### src/rtl/dt_traverse_ctrl.sv
// Decision-tree walk sequencer: node fetch, feature select, comparator issue.
// Optional depth guard enabled by defining DT_DEPTH_GUARD_EN.
module dt_traverse_ctrl #(
  parameter int ADDR_W    = 10,
  parameter int FIDX_W    = 5,
  parameter int CLASS_W   = 4,
  parameter int MAX_DEPTH = 31,
  parameter int NODE_W    = 1 + FIDX_W + 27 + 2 * ADDR_W
) (
  input  logic               clk,
  input  logic               rst_n,
  input  logic               start,
  output logic               busy,
  output logic               done,
  output logic [CLASS_W-1:0] class_out,
  output logic [5:0]         depth_out,
  output logic               err,
  output logic               node_rd_en,
  output logic [ADDR_W-1:0]  node_addr,
  input  logic [NODE_W-1:0]  node_data,
  output logic [FIDX_W-1:0]  feat_idx,
  input  logic [31:0]        feat_data,
  output logic               cmp_valid_in,
  output logic [31:0]        cmp_feature,
  output logic [26:0]        cmp_threshold,
  input  logic               cmp_go_left,
  input  logic               cmp_valid_out
);

  localparam int LeftLsb = ADDR_W;
  localparam int ThrLsb  = 2 * ADDR_W;
  localparam int FidxLsb = ThrLsb + 27;

  typedef enum logic [2:0] {
    S_IDLE,
    S_FETCH,
    S_DECODE,
    S_CMP,
    S_WAIT,
    S_DONE
  } state_e;

  state_e               state_q, state_d;
  logic [ADDR_W-1:0]    addr_q, addr_d;
  logic [ADDR_W-1:0]    left_q, left_d;
  logic [ADDR_W-1:0]    right_q, right_d;
  logic [5:0]           depth_q, depth_d;
  logic [5:0]           dout_q, dout_d;
  logic [CLASS_W-1:0]   class_q, class_d;
  logic [31:0]          feat_q, feat_d;
  logic [26:0]          thr_q, thr_d;
  logic                 err_q, err_d;

  logic                 n_leaf;
  logic [FIDX_W-1:0]    n_fidx;
  logic [26:0]          n_thr;
  logic [ADDR_W-1:0]    n_left;
  logic [ADDR_W-1:0]    n_right;

  assign n_leaf  = node_data[NODE_W-1];
  assign n_fidx  = node_data[FidxLsb +: FIDX_W];
  assign n_thr   = node_data[ThrLsb +: 27];
  assign n_left  = node_data[LeftLsb +: ADDR_W];
  assign n_right = node_data[ADDR_W-1:0];

  always_ff @(posedge clk or negedge rst_n) begin
    if (!rst_n) begin
      state_q <= S_IDLE;
      addr_q  <= '0;
      left_q  <= '0;
      right_q <= '0;
      depth_q <= '0;
      dout_q  <= '0;
      class_q <= '0;
      feat_q  <= '0;
      thr_q   <= '0;
      err_q   <= 1'b0;
    end else begin
      state_q <= state_d;
      addr_q  <= addr_d;
      left_q  <= left_d;
      right_q <= right_d;
      depth_q <= depth_d;
      dout_q  <= dout_d;
      class_q <= class_d;
      feat_q  <= feat_d;
      thr_q   <= thr_d;
      err_q   <= err_d;
    end
  end

  always_comb begin
    state_d = state_q;
    addr_d  = addr_q;
    left_d  = left_q;
    right_d = right_q;
    depth_d = depth_q;
    dout_d  = dout_q;
    class_d = class_q;
    feat_d  = feat_q;
    thr_d   = thr_q;
    err_d   = err_q;
    unique case (state_q)
      S_IDLE: begin
        if (start) begin
          addr_d  = '0;
          depth_d = '0;
          err_d   = 1'b0;
          state_d = S_FETCH;
        end
      end
      S_FETCH: state_d = S_DECODE;
      S_DECODE: begin
        if (n_leaf) begin
          class_d = n_thr[CLASS_W-1:0];
          state_d = S_DONE;
        end else begin
          feat_d  = feat_data;
          thr_d   = n_thr;
          left_d  = n_left;
          right_d = n_right;
          depth_d = depth_q + 6'd1;
          state_d = S_CMP;
`ifdef DT_DEPTH_GUARD_EN
          // Runaway walk (e.g. a child loop): abort with a null class.
          if (depth_q == 6'(MAX_DEPTH)) begin
            feat_d  = feat_q;
            thr_d   = thr_q;
            left_d  = left_q;
            right_d = right_q;
            depth_d = depth_q;
            err_d   = 1'b1;
            class_d = '0;
            state_d = S_DONE;
          end
`endif
        end
      end
      S_CMP: state_d = S_WAIT;
      S_WAIT: begin
        if (cmp_valid_out) begin
          addr_d  = cmp_go_left ? left_q : right_q;
          state_d = S_FETCH;
        end
      end
      S_DONE: begin
        dout_d  = depth_q;
        state_d = S_IDLE;
      end
      default: state_d = S_IDLE;
    endcase
  end

  assign busy          = (state_q != S_IDLE);
  assign done          = (state_q == S_DONE);
  assign node_rd_en    = (state_q == S_FETCH);
  assign node_addr     = addr_q;
  assign feat_idx      = (state_q == S_DECODE) ? n_fidx : '0;
  assign cmp_valid_in  = (state_q == S_CMP);
  assign cmp_feature   = feat_q;
  assign cmp_threshold = thr_q;
  assign class_out     = class_q;
  assign depth_out     = dout_q;

`ifdef DT_DEPTH_GUARD_EN
  assign err = err_q;
`else
  assign err = 1'b0;
  logic unused_err;
  assign unused_err = err_q ^ err_d;
`endif

endmodule

### config.mk
export PLATFORM = sky130hd
export DESIGN_NAME = dt_traverse_ctrl
export DESIGN_NICKNAME = d
export VERILOG_FILES = /design/src/rtl/dt_traverse_ctrl.sv
export SDC_FILE = /design/constraint.sdc
export NUM_CORES = 1
export LEC_CHECK = 0
export ABC_AREA = 1
export CAP_MARGIN = 20
export CORE_MARGIN = 4
export CORE_UTILIZATION = 40
export DETAILED_ROUTE_END_ITERATION = 10
export MAX_ROUTING_LAYER = met4
export PLACE_DENSITY = 0.73
export SYNTH_ARGS = -nofsm -noshare
export SYNTH_HDL_FRONTEND = slang
export SYNTH_SLANG_ARGS = --single-unit
### constraint.sdc
create_clock -name clk -period 1.61 [get_ports clk]
set_input_delay 0.322 -clock clk [delete_from_list [all_inputs] [get_ports clk]]
set_output_delay 0.322 -clock clk [all_outputs]
set_load 0.1 [all_outputs]
==> impl_metrics.json, run 1 <==
{
  "drc": 0,
  "crit_fanout": 7,
  "ys.warnings.count": 0,
  "worstSetupEndpoint": "feat_idx[3]",
  "die_h_um": 115,
  "synth-seq-area-share_pct": 59.4,
  "synth_nets": 606,
  "path_cells": "nor2_4 > nand2_8 > nor2_4 > buf_12",
  "violations": "setup timing",
  "cp_slowest_cell": "dfrtp_1",
  "fin_nets": 789,
  "outcome": "complete, but fails checks",
  "path_clk_slew_ps": 70,
  "dp.cells": 815,
  "period_needed_ps": 1740,
  "avgViaCountPerCell": 4.88,
  "num_rows": 38,
  "cpMostUsedCell": "nor2_4",
  "fin_area_sq_um": 7850,
  "overflow": 0,
  "clk_latency_ps": 330,
  "fin_skew_ps": 3.78,
  "finalWirelength_um": 13300,
  "initial_utilization_pct": 41.4,
  "period_share_pct": 108,
  "synth_cell_types": 25,
  "relSlewSlack_pct": 61.4,
  "hold_path_class": "primary input to async pin",
  "design.die.area_sq_um": 13100,
  "cts_buffers": 9,
  "drv_slew": 0,
  "post_synth.cell_area_avg_sq_um": 8.83,
  "ys_seq_elements": 108,
  "synth.area.top_cells": "dfrtp_1 (59%), nand2_1 (18%), nand3_1 (9.2%)",
  "timing.final.ws_setup_ps": -126,
  "pin_count": 179,
  "ctsHoldBuffers": 0,
  "rrSetupSlack_ps": 70,
  "post_dp_cell_area_sq_um": 7390,
  "grt_max_degree": 109,
  "drtAntennaViolNets": 0,
  "grt_pass1_wl_um": 20900,
  "synth_area_leader_cell": "dfrtp_1",
  "dr.pass1.iters": 4,
  "wl_per_cell_um": 15.8,
  "first_global_vias": 4144,
  "coreArea_sq_um": 11000,
  "routed-via-count": 4113,
  "synthCells": 515,
  "htreeDepth": 3,
  "rr_startpoint": "state_q[0]",
  "cp_top_family": "simple AND/OR/NAND/NOR gates",
  "critPathArrivalTime_ps": 1410,
  "drt_iter0_markers": 280,
  "n_antenna_cell": 0,
  "cts_sinks": 108,
  "slowest_delay_ps": 420,
  "clock.fmax_mhz": 576,
  "setup_violations": 7,
  "hold_ws_ps": 47.3,
  "track_usage_pct": 20.6,
  "cp-end-kind": "output port",
  "io_buffers": 177,
  "routabilityCongestion": 0.796,
  "worst-setup-path-type": "flip-flop to output port",
  "hold_viol_final": 0,
  "cts_max_path_buffers": 2,
  "synth_area_sq_um": 4550,
  "synth_top_area_share_pct": 59.4,
  "worstMarginPinSlew_ps": 579,
  "drv_cap": 0,
  "r2r.worst_path.cells": 8,
  "rsz0062_at_grt": "yes",
  "cp_num_cells": 4,
  "tns_ps": -692,
  "cp-startpoint": "state_q[0]",
  "crit_path_start_kind": "flip-flop",
  "cp.required_ps": 1290,
  "dp_hpwl_um": 9310,
  "cts_tree": "done",
  "root_buffer": "clkbuf_16",
  "instances_no_fill": 842,
  "worst-path-buf-inv": 1,
  "antenna_found_initial": 0,
  "r2r-end": "right_q[5]",
  "area_delta_synth_final_pct": 72.5,
  "die-width_um": 115,
  "drive_gt1_share_pct": 23.1
}
-- area by class of cell --
type / instances / area (sq um)
flip-flops and latches: 108 / 2710
clock inverters: 5 / 30.0
multi-input cells: 350 / 1670
well taps: 140 / 175
repair buffers: 203 / 2940
clock buffers: 10 / 229
inverters: 26 / 103
fillers: 799 / 3140
-- through the flow --
step | setup WS [ps] | util [%]
2_1_floorplan | -224 | -
3_5_place_dp | -29.3 | 67.3
4_1_cts | -140 | 70.6
3_3_place_gp | 97.5 | 67.3
6_report | -126 | 71.5
5_1_grt | -173 | 71.5
-- flip-flops by register name (all words and copies together) (netlist names) --
register / flops
class_out: 4
cmp_feature: 32
cmp_threshold: 27
depth_out: 6
depth_q: 6
left_q: 10
node_addr: 10
right_q: 10
state_q: 3
-- logic make-up after synthesis --
logic type | Yosys count | synth area share, %
adders and majority gates | 1 | 0.275
DFF | 108 | 59.4
other | 1 | 0.0825
AOI/OAI and AO/OA | 24 | 2.70
muxes | 8 | 1.98
and+or+nand+nor | 316 | 29.3
buffers and inverters | 57 | 6.24
-- synth_stat cells, drive strengths merged --
cell / count
nand2: 215
dfrtp: 108
nand3: 84
inv: 26
buf: 21
o21ai: 21
nor2: 14
clkbuf: 10
mux2: 8
a21oi: 2
conb: 1
ha: 1
nand4: 1
nor3: 1
nor4: 1
o211ai: 1
-- worst min path at each step --
stage                     start         endpoint  slack, ps
after floorplan           rst_n     class_out[0]         30
after global placement    rst_n  cmp_feature[30]        440
after detailed placement  rst_n  cmp_feature[30]        450
after CTS                 rst_n  cmp_feature[30]         90
after global routing      rst_n  cmp_feature[24]        100
final                     rst_n  cmp_feature[22]         50
-- routing by layer --
| metal | vias to the layer above | track usage [%] | share of wire (%) |
|---|---|---|---|
| li1 | 1996 | - | - |
| met1 | 1968 | 24.1 | 39 |
| met2 | 132 | 35.0 | 53 |
| met3 | 17 | 5.23 | 6.2 |
| met4 | 0 | 6.49 | 1.9 |
| met5 | - | - | 0 |
-- placed cells by master (no fill, tap or decap), types with 9 or more instances in the layout --
master           netlist  layout
buf_12                 0      95
buf_4                  1      17
clkbuf_16              0       9
clkdlybuf4s50_1        0      88
dfrtp_1              108     106
inv_1                 25      21
nand2_1              213     209
nand3_1               84      83
nor2_4                 1       9
o21ai_0               15      15
-- timing repair --
| item | CTS | global route |
|---|---|---|
| pin swaps | 4 | 3 |
| setup buffers | 7 | 5 |
| resized for setup | 12 | 19 |
| cloned | 0 | 1 |
| endpoints found under the setup margin | 26 | 20 |
| hold endpoints to repair | 0 | 0 |
-- worst register-to-register path: stages, from the launching register on --
cell and delay, ps:
dfrtp_1 420, nor2_4 210, nand2_8 120, buf_4 170, inv_4 80, nand2_4 70
buf_12 180, nor2_1 110, a21oi_1 50
Power of run 1 is not shown: default switching activity piles up to over one toggle a cycle in this logic, so the estimate is an artifact.
==> inputs of run 2 (changes only) <==
Clock period 1.61 ns to 1.6 ns, I/O delays scaled along.
==> run 2 against run 1 <==
The run still ends with setup timing left. Register-to-register slack about the same. Final cell count up 0.83%. Worst hold slack better by 420 ps. Sequential share of layout area down 0.55 points. Flip-flop and latch count unchanged. Non-clock buffer count up 6. Wire length up 0.61%. Count of clock-buffer cells in the layout down 1. First-iteration DRC count down 34%.
==> impl_metrics.json, run 2 (same netlist as run 1, synthesis figures left out) <==
{
  "outcome": "complete, but fails checks",
  "violations": "setup timing",
  "drv_slew": 0,
  "worstSetupEndpoint": "cmp_valid_in",
  "rrSetupSlack_ps": 80,
  "timing.final.ws_setup_ps": -128,
  "drtAntennaViolNets": 0,
  "fin_skew_ps": 12.1,
  "avgViaCountPerCell": 4.97,
  "clk_latency_ps": 340,
  "rsz0062_at_grt": "yes",
  "period_needed_ps": 1730,
  "period_share_pct": 108,
  "dp_hpwl_um": 9800,
  "instances_no_fill": 849,
  "hold_path_class": "primary input to async pin",
  "slowest_delay_ps": 440,
  "n_antenna_cell": 0,
  "cp_slowest_cell": "dfrtp_2",
  "num_rows": 38,
  "dp.cells": 821,
  "drc": 0,
  "critPathArrivalTime_ps": 1410,
  "first_global_vias": 4301,
  "setup_violations": 8,
  "grt_max_degree": 45,
  "grt_pass1_wl_um": 20800,
  "die_h_um": 115,
  "drive_gt1_share_pct": 23.1,
  "crit_path_start_kind": "flip-flop",
  "layout_common_cells": "nand2_1 (212), dfrtp_1 (105), buf_12 (96)",
  "cp-startpoint": "state_q[0]",
  "worst-path-buf-inv": 4,
  "cp_num_cells": 5,
  "wl_per_cell_um": 15.7,
  "routabilityCongestion": 0.795,
  "antenna_found_initial": 0,
  "drv_cap": 0,
  "root_buffer": "clkbuf_16",
  "area_delta_synth_final_pct": 75.4,
  "coreArea_sq_um": 11000,
  "rr_startpoint": "state_q[0]",
  "crit_fanout": 3,
  "largest_reg_flops": 32,
  "cts_tree": "done",
  "cts_sinks": 108,
  "fin_nets": 795,
  "cts_max_path_buffers": 2,
  "design.die.area_sq_um": 13100,
  "r2r-end": "right_q[9]",
  "path_clk_slew_ps": 70,
  "routed-via-count": 4219,
  "cts_buffers": 9,
  "layout_commonest_cell": "nand2_1",
  "clock.fmax_mhz": 579,
  "dr.pass1.iters": 4,
  "path_cells": "buf_4 > buf_6 > nand3_4 > clkinvlp_4 > buf_12",
  "pin_count": 179,
  "track_usage_pct": 20.4,
  "cp.required_ps": 1280,
  "cp-end-kind": "output port",
  "cp_top_family": "buffers and inverters",
  "r2r.worst_path.cells": 8,
  "die-width_um": 115,
  "drt_iter0_markers": 186,
  "overflow": 0,
  "htreeDepth": 3,
  "worst-setup-path-type": "flip-flop to output port",
  "hold_viol_final": 0,
  "initial_utilization_pct": 41.4,
  "finalWirelength_um": 13400,
  "io_buffers": 177
}
-- run 2: cell type report --
type / count / area (sq um)
Fill cell: 766 / 3010
Clock buffer: 9 / 225
Multi-Input combinational cell: 350 / 1650
Inverter: 26 / 109
Clock inverter: 7 / 66.3
Tap cell: 140 / 175
Timing Repair Buffer: 209 / 3040
Sequential cell: 108 / 2710
-- run 2: what timing repair did --
| action | CTS | global route |
|---|---|---|
| hold buffers | 1 | 0 |
| cloned | 0 | 2 |
| setup buffers | 5 | 4 |
| gates resized for setup | 10 | 13 |
| setup endpoints to repair | 9 | 64 |
| hold endpoints to repair | 25 | 0 |
| pin swaps | 2 | 2 |
-- run 2: per-stage QoR --
stage	area, sq um	setup WS [ps]	util, %	TNS (ps)	hold slack (ps)
5_1_grt	7980	-162	72.6	-1180	501
3_5_place_dp	7470	13.2	68.0	0	286
6_report	7980	-128	72.6	-785	464
2_1_floorplan	4580	-232	-	-2220	24.4
3_3_place_gp	7470	59.5	68.0	0	282
4_1_cts	7850	-119	71.5	-827	477
-- run 2: how the worst min path moves through the flow --
| stage | startpoint | endpoint | slack, ps | cells after the start |
|---|---|---|---|---|
| after floorplan | rst_n | class_out[0] | 20 | 0 |
| after global placement | rst_n | depth_q[4] | 280 | 1 |
| after detailed placement | rst_n | depth_out[4] | 290 | 1 |
| after CTS | left_q[4] | left_q[4] | 480 | 2 |
| after global routing | rst_n | depth_out[4] | 500 | 2 |
| final | rst_n | depth_out[4] | 460 | 2 |
-- run 2: layer usage --
layer  part of all wire, %  vias up  track usage, %
met5                     0        -               -
met4                   2.4        0            7.52
met3                   6.3       22            4.18
met2                    53      145            34.3
met1                    38     2041            24.2
li1                      -     2011               -
-- run 2: worst reg2reg max path: stages (launching register included) --
cell and delay [ps]:
dfrtp_2 440, nor2_4 190, nand2_8 110, buf_4 180, inv_8 90, nand2_8 80
buf_12 170, nor2_1 100, a21oi_1 50
Power of run 2 is left out for the same reason.
==> inputs of run 3 (changes only) <==
Settings changed: HOLD_SLACK_MARGIN set to 0.02.
==> results of run 3 <==
Final layout, timing and power as in run 2 (identical DEF).
Power of run 3 is left out for the same reason.
